$ cat src/rtl/control_unit.sv
// control_unit: multi-cycle decode/sequencing FSM for a small RV64 subset
// (ADD, SUB, ADDI, LD, SD) driving register selectors and write enables.
module control_unit (
  input  logic        CLK,
  input  logic        RST,
  input  logic [31:0] instr,
  input  logic        instr_valid,
  output logic        instr_ready,
  output logic [4:0]  rs1,
  output logic [4:0]  rs2,
  output logic [4:0]  rd,
  output logic [11:0] immediate,
  output logic        sub,
  output logic        WE_RF,
  output logic        WE_MEM,
  output logic        R_type,
  output logic        I_type,
  output logic        done,
  output logic        illegal,
  output logic [15:0] retired
);

  typedef enum logic [2:0] {
    IDLE   = 3'd0,
    DECODE = 3'd1,
    EXEC   = 3'd2,
    WRITE  = 3'd3,
    DONE   = 3'd4,
    ERR    = 3'd5
  } state_t;

  state_t state, next;

  logic [31:0] ir;
  logic        we_rf_q;
  logic        we_mem_q;

  logic [6:0]  opc;
  logic [2:0]  f3;
  logic [6:0]  f7;
  logic        is_add, is_sub, is_addi, is_ld, is_sd;
  logic        legal;
  logic [4:0]  d_rs2;
  logic [4:0]  d_rd;
  logic [11:0] d_imm;

  assign opc = ir[6:0];
  assign f3  = ir[14:12];
  assign f7  = ir[31:25];

  assign is_add  = opc == 7'b0110011 && f3 == 3'b000
                && f7 == 7'b0000000;
  assign is_sub  = opc == 7'b0110011 && f3 == 3'b000
                && f7 == 7'b0100000;
  assign is_addi = opc == 7'b0010011 && f3 == 3'b000;
  assign is_ld   = opc == 7'b0000011 && f3 == 3'b011;
  assign is_sd   = opc == 7'b0100011 && f3 == 3'b011;
  assign legal   = is_add | is_sub | is_addi | is_ld | is_sd;

  // Field decode of the latched instruction word
  always_comb begin
    d_rs2 = 5'd0;
    d_rd  = ir[11:7];
    d_imm = 12'd0;
    if (is_add | is_sub | is_sd)
      d_rs2 = ir[24:20];
    if (is_sd)
      d_rd = 5'd0;
    unique case (1'b1)
      is_addi, is_ld: d_imm = ir[31:20];
      is_sd:          d_imm = {ir[31:25], ir[11:7]};
      default:        d_imm = 12'd0;
    endcase
  end

  // State register
  always_ff @(posedge CLK) begin
    if (RST) state <= IDLE;
    else     state <= next;
  end

  // Next-state sequencing
  always_comb begin
    next = state;
    case (state)
      IDLE:    if (instr_valid) next = DECODE;
      DECODE:  next = legal ? EXEC : ERR;
      EXEC:    next = WRITE;
      WRITE:   next = DONE;
      DONE:    next = IDLE;
      ERR:     next = IDLE;
      default: next = IDLE;
    endcase
  end

  // Instruction latch, held decode outputs and retire counter
  always_ff @(posedge CLK) begin
    if (RST) begin
      ir        <= '0;
      rs1       <= '0;
      rs2       <= '0;
      rd        <= '0;
      immediate <= '0;
      sub       <= 1'b0;
      R_type    <= 1'b0;
      I_type    <= 1'b0;
      we_rf_q   <= 1'b0;
      we_mem_q  <= 1'b0;
      retired   <= '0;
    end else begin
      if (state == IDLE && instr_valid)
        ir <= instr;
      if (state == DECODE && legal) begin
        rs1       <= ir[19:15];
        rs2       <= d_rs2;
        rd        <= d_rd;
        immediate <= d_imm;
        sub       <= is_sub;
        R_type    <= is_add | is_sub | is_addi;
        I_type    <= is_addi | is_ld | is_sd;
        we_rf_q   <= (is_add | is_sub | is_addi | is_ld)
                  && d_rd != 5'd0;
        we_mem_q  <= is_sd;
      end
      if (state == WRITE)
        retired <= retired + 16'd1;
    end
  end

  // Handshake, strobes and write enables from the current state
  always_comb begin
    instr_ready = state == IDLE && !RST;
    WE_RF       = state == WRITE && we_rf_q;
    WE_MEM      = state == WRITE && we_mem_q;
    done        = state == DONE;
    illegal     = state == ERR;
  end

endmodule

$ cat config.mk
export PLATFORM = sky130hd
export DESIGN_NAME = control_unit
export DESIGN_NICKNAME = d
export VERILOG_FILES = /design/src/rtl/control_unit.sv
export SDC_FILE = /design/constraint.sdc
export NUM_CORES = 1
export LEC_CHECK = 0
export BUFFER_PORTS_ARGS = -buffer_cell sky130_fd_sc_hd__buf_2
export CAP_MARGIN = 5
export CORE_MARGIN = 2
export CORE_UTILIZATION = 55
export DETAILED_ROUTE_END_ITERATION = 16
export PLACE_DENSITY = 0.83
export SLEW_MARGIN = 20
export SYNTH_ARGS = -nofsm -noshare
export SYNTH_HDL_FRONTEND = slang
export SYNTH_SLANG_ARGS = --single-unit
$ cat constraint.sdc
create_clock -name CLK -period 3.5 [get_ports CLK]
set_clock_uncertainty 0.05 [all_clocks]
set_input_delay 0.525 -clock CLK [delete_from_list [all_inputs] [get_ports CLK]]
set_output_delay 0.525 -clock CLK [all_outputs]
set_load 0.005 [all_outputs]
==> flow_metrics.tcl <==
set metrics [dict create \
    rsz0062_at_grt "no" \
    cp_max_fo 20 \
    dp.cells 504 \
    yosysWarnings 0 \
    worstHoldPathType "primary input to flop" \
    ys.flop_type "dfxtp_1" \
    cts_tree "yes" \
    start_kind "flop" \
    fin_tns_setup_ns 0 \
    cts.sinks 83 \
    antenna_found_initial 0 \
    fmax_mhz 443 \
    fin_util_pct 69.7 \
    cts_buffers 9 \
    hold-path-endpoint "ir[5]" \
    p_leak_uw 0.00171 \
    syn_avg_cell_area_um2 8.92 \
    die_h_um 80.6 \
    via_per_inst 5.45 \
    first_pass_iters 4 \
    core_area_um2 5570 \
    synth_common_cells "dfxtp_1, nand2_1, a21oi_1, nor2_1, a22o_1" \
    hpwl_um 5240 \
    ctsLongestPathBuffers 2 \
    grt_pass1_vias 2527 \
    start_util_pct 57.9 \
    finalHoldViolCount 0 \
    internal_power_uw 1430 \
    layout-drive-gt1-share_pct 25.6 \
    max_slew_margin_pct 34.0 \
    diodes 0 \
    grt_pass1_wl_um 11600 \
    slowest_stage "or3b_4" \
    switching_share_pct 23.5 \
    ys_top_cells_by_area "dfxtp_1, nand2_1, a21oi_1" \
    crit_buf_inv 0 \
    holdPathStages 3 \
    wl_um 7320 \
    synth_area_um2 3230 \
    ys_ff_latch 83 \
    tightest_slew_ns 0.979 \
    grt_max_degree 31 \
    layout_min_cycle_time_ns 2.26 \
    post_cts_resized 0 \
    syn_inst 362 \
    grt_overflow 0 \
    postCtsHoldBufs 0 \
    nFillCells 434 \
    setup_violations 0 \
    fin_cells 518 \
    end_kind "flop" \
    switchingPower_uw 440 \
    synth_edf_count 0 \
    cp_top_family "compound AO/OA/AOI/OAI gates" \
    vias 2823 \
    max_stage_delay_ns 0.42 \
    pwr-share-seq_pct 53.7 \
    antenna_left 0 \
    clockPowerShare_pct 37.8 \
    drv_cap 0 \
    synthMostInstantiatedCell "dfxtp_1" \
    insertion_delay_ns 0.34 \
    pwr-share-comb_pct 8.5 \
    track_usage_pct 23.1 \
    rr_endpoint "rd[1]" \
    synth_cell_type_count 50 \
    yosysSeqAreaShare_pct 51.5 \
    htreeDepth 3 \
    synth_top_area_cell "dfxtp_1" \
    finalMaxSlewViolations 0 \
    rows 27 \
    required_ns 3.68 \
    postCtsSetupBuffers 0 \
    dieArea_um2 6500 \
    worstPathArrival_ns 2.44 \
    finalPower_uw 1870 \
    fin_crit_sh_pct 64.5 \
    portBuffers 85 \
    netlist.area_leader.share_pct 51.5 \
    hp-start "instr[5]" \
    p_per_area_nw_per_um2 482 \
    peakVddDrop_uv 264 \
    status "finished, final reports clean" \
    drc 0 \
    area_growth_pct 20.3 \
    syn_nets 398 \
    clk_pin_slew_worst_paths_ns 0.08 \
    r2r_setup_slack_ns 1.24 \
    rr_startpoint "ir[4]" \
    die_x_um 80.6 \
    drtIter0Drc 123 \
    critical_path_class "flop to flop" \
    drt-wirelength-per-cell_um 14.1 \
    async_flop_share_pct 0 \
    path_cells "or3b_4 > a211oi_2 > a31oi_1 > and2_4 > a22o_1" \
    r2r_cells 5 \
    io_pins 86 \
    fin_nets 479 \
    root_buffer "clkbuf_8" \
    gp_congestion 0.841 \
]
==> worst min-delay path, delay by kind of cell <==
kind / cells / cell delay [ns]
buffers and inverters: 1 / 0.09
AND/OR/NAND/NOR: 1 / 0.04
AO/OA/AOI/OAI: 1 / 0.05
==> sequential cells by signal (all words and copies together), names as in the netlist <==
name	cells
immediate	12
I_type	1
ir	32
we_mem_q	1
state	3
rs1	5
retired	16
rs2	5
rd	5
R_type	1
sub	1
we_rf_q	1
==> layout by cell type (no fill, tap or decap), drive strengths merged, types with 5 or more instances in the layout <==
master / n
buf: 89
dfxtp: 83
nand2: 77
a21oi: 36
nor2: 26
a22o: 17
nand3: 15
clkbuf: 11
and3: 10
o21ai: 10
xor2: 8
xnor2: 6
a221o: 5
nor3: 5
==> logic make-up after synthesis <==
family	count (synthesis)	synth area share [%]
compound gates	78	16.1
mux	2	0.620
buf+inv	23	3.29
xor+xnor	14	3.80
fa+ha+maj	1	0.388
flops	83	51.5
simple gates	161	24.3
==> through the flow <==
step	setup slack, ns	hold WS, ns	instance area (µm²)
6_report	1.24	0.367	3880
5_1_grt	1.12	0.368	3880
4_1_cts	1.28	0.362	3880
3_5_place_dp	1.27	0.388	3690
3_3_place_gp	1.32	0.392	3690
2_1_floorplan	1.55	0.368	3230
==> worst max-delay path by stage <==
stage	depth (start not counted)	slack, ns	start	end
6_report	5	1.24	ir[4]	rd[1]
5_1_grt	5	1.12	ir[4]	rd[3]
4_1_cts	5	1.28	ir[4]	rd[1]
3_5_place_dp	5	1.27	RST	immediate[2]
3_3_place_gp	5	1.32	RST	immediate[3]
2_1_floorplan	6	1.55	ir[26]	rs1[0]
==> layer usage <==
metal | global-route usage, % | vias to the layer above | part of all wire [%]
li1 | - | 1413 | -
met1 | 29.5 | 1322 | 46
met2 | 37.6 | 73 | 47
met3 | 4.61 | 15 | 5.5
met4 | 10.2 | 0 | 2.2
met5 | 0 | - | 0
==> power groups by stage <==
stage / clock (µW) / combinational [µW] / sequential (µW)
after floorplan: 0 / 109 / 1020
after global placement: 0 / 154 / 1030
after detailed placement: 0 / 158 / 1030
after CTS: 711 / 159 / 1010
after global routing: 750 / 177 / 1010
final: 707 / 159 / 1010
==> cell type report <==
| cell class | count | area (µm²) | share of cell area [%] |
|---|---|---|---|
| multi-input combinational | 256 | 1470 | 37.7 |
| sequential | 83 | 1660 | 42.8 |
| inverter | 4 | 15.0 | 0.386 |
| clock inverter | 3 | 65.1 | 1.67 |
| timing repair buffer | 89 | 455 | 11.7 |
| clock buffer | 11 | 131 | 3.38 |
| tap | 72 | 90.1 | 2.32 |
(Power assumes the default switching activity.)
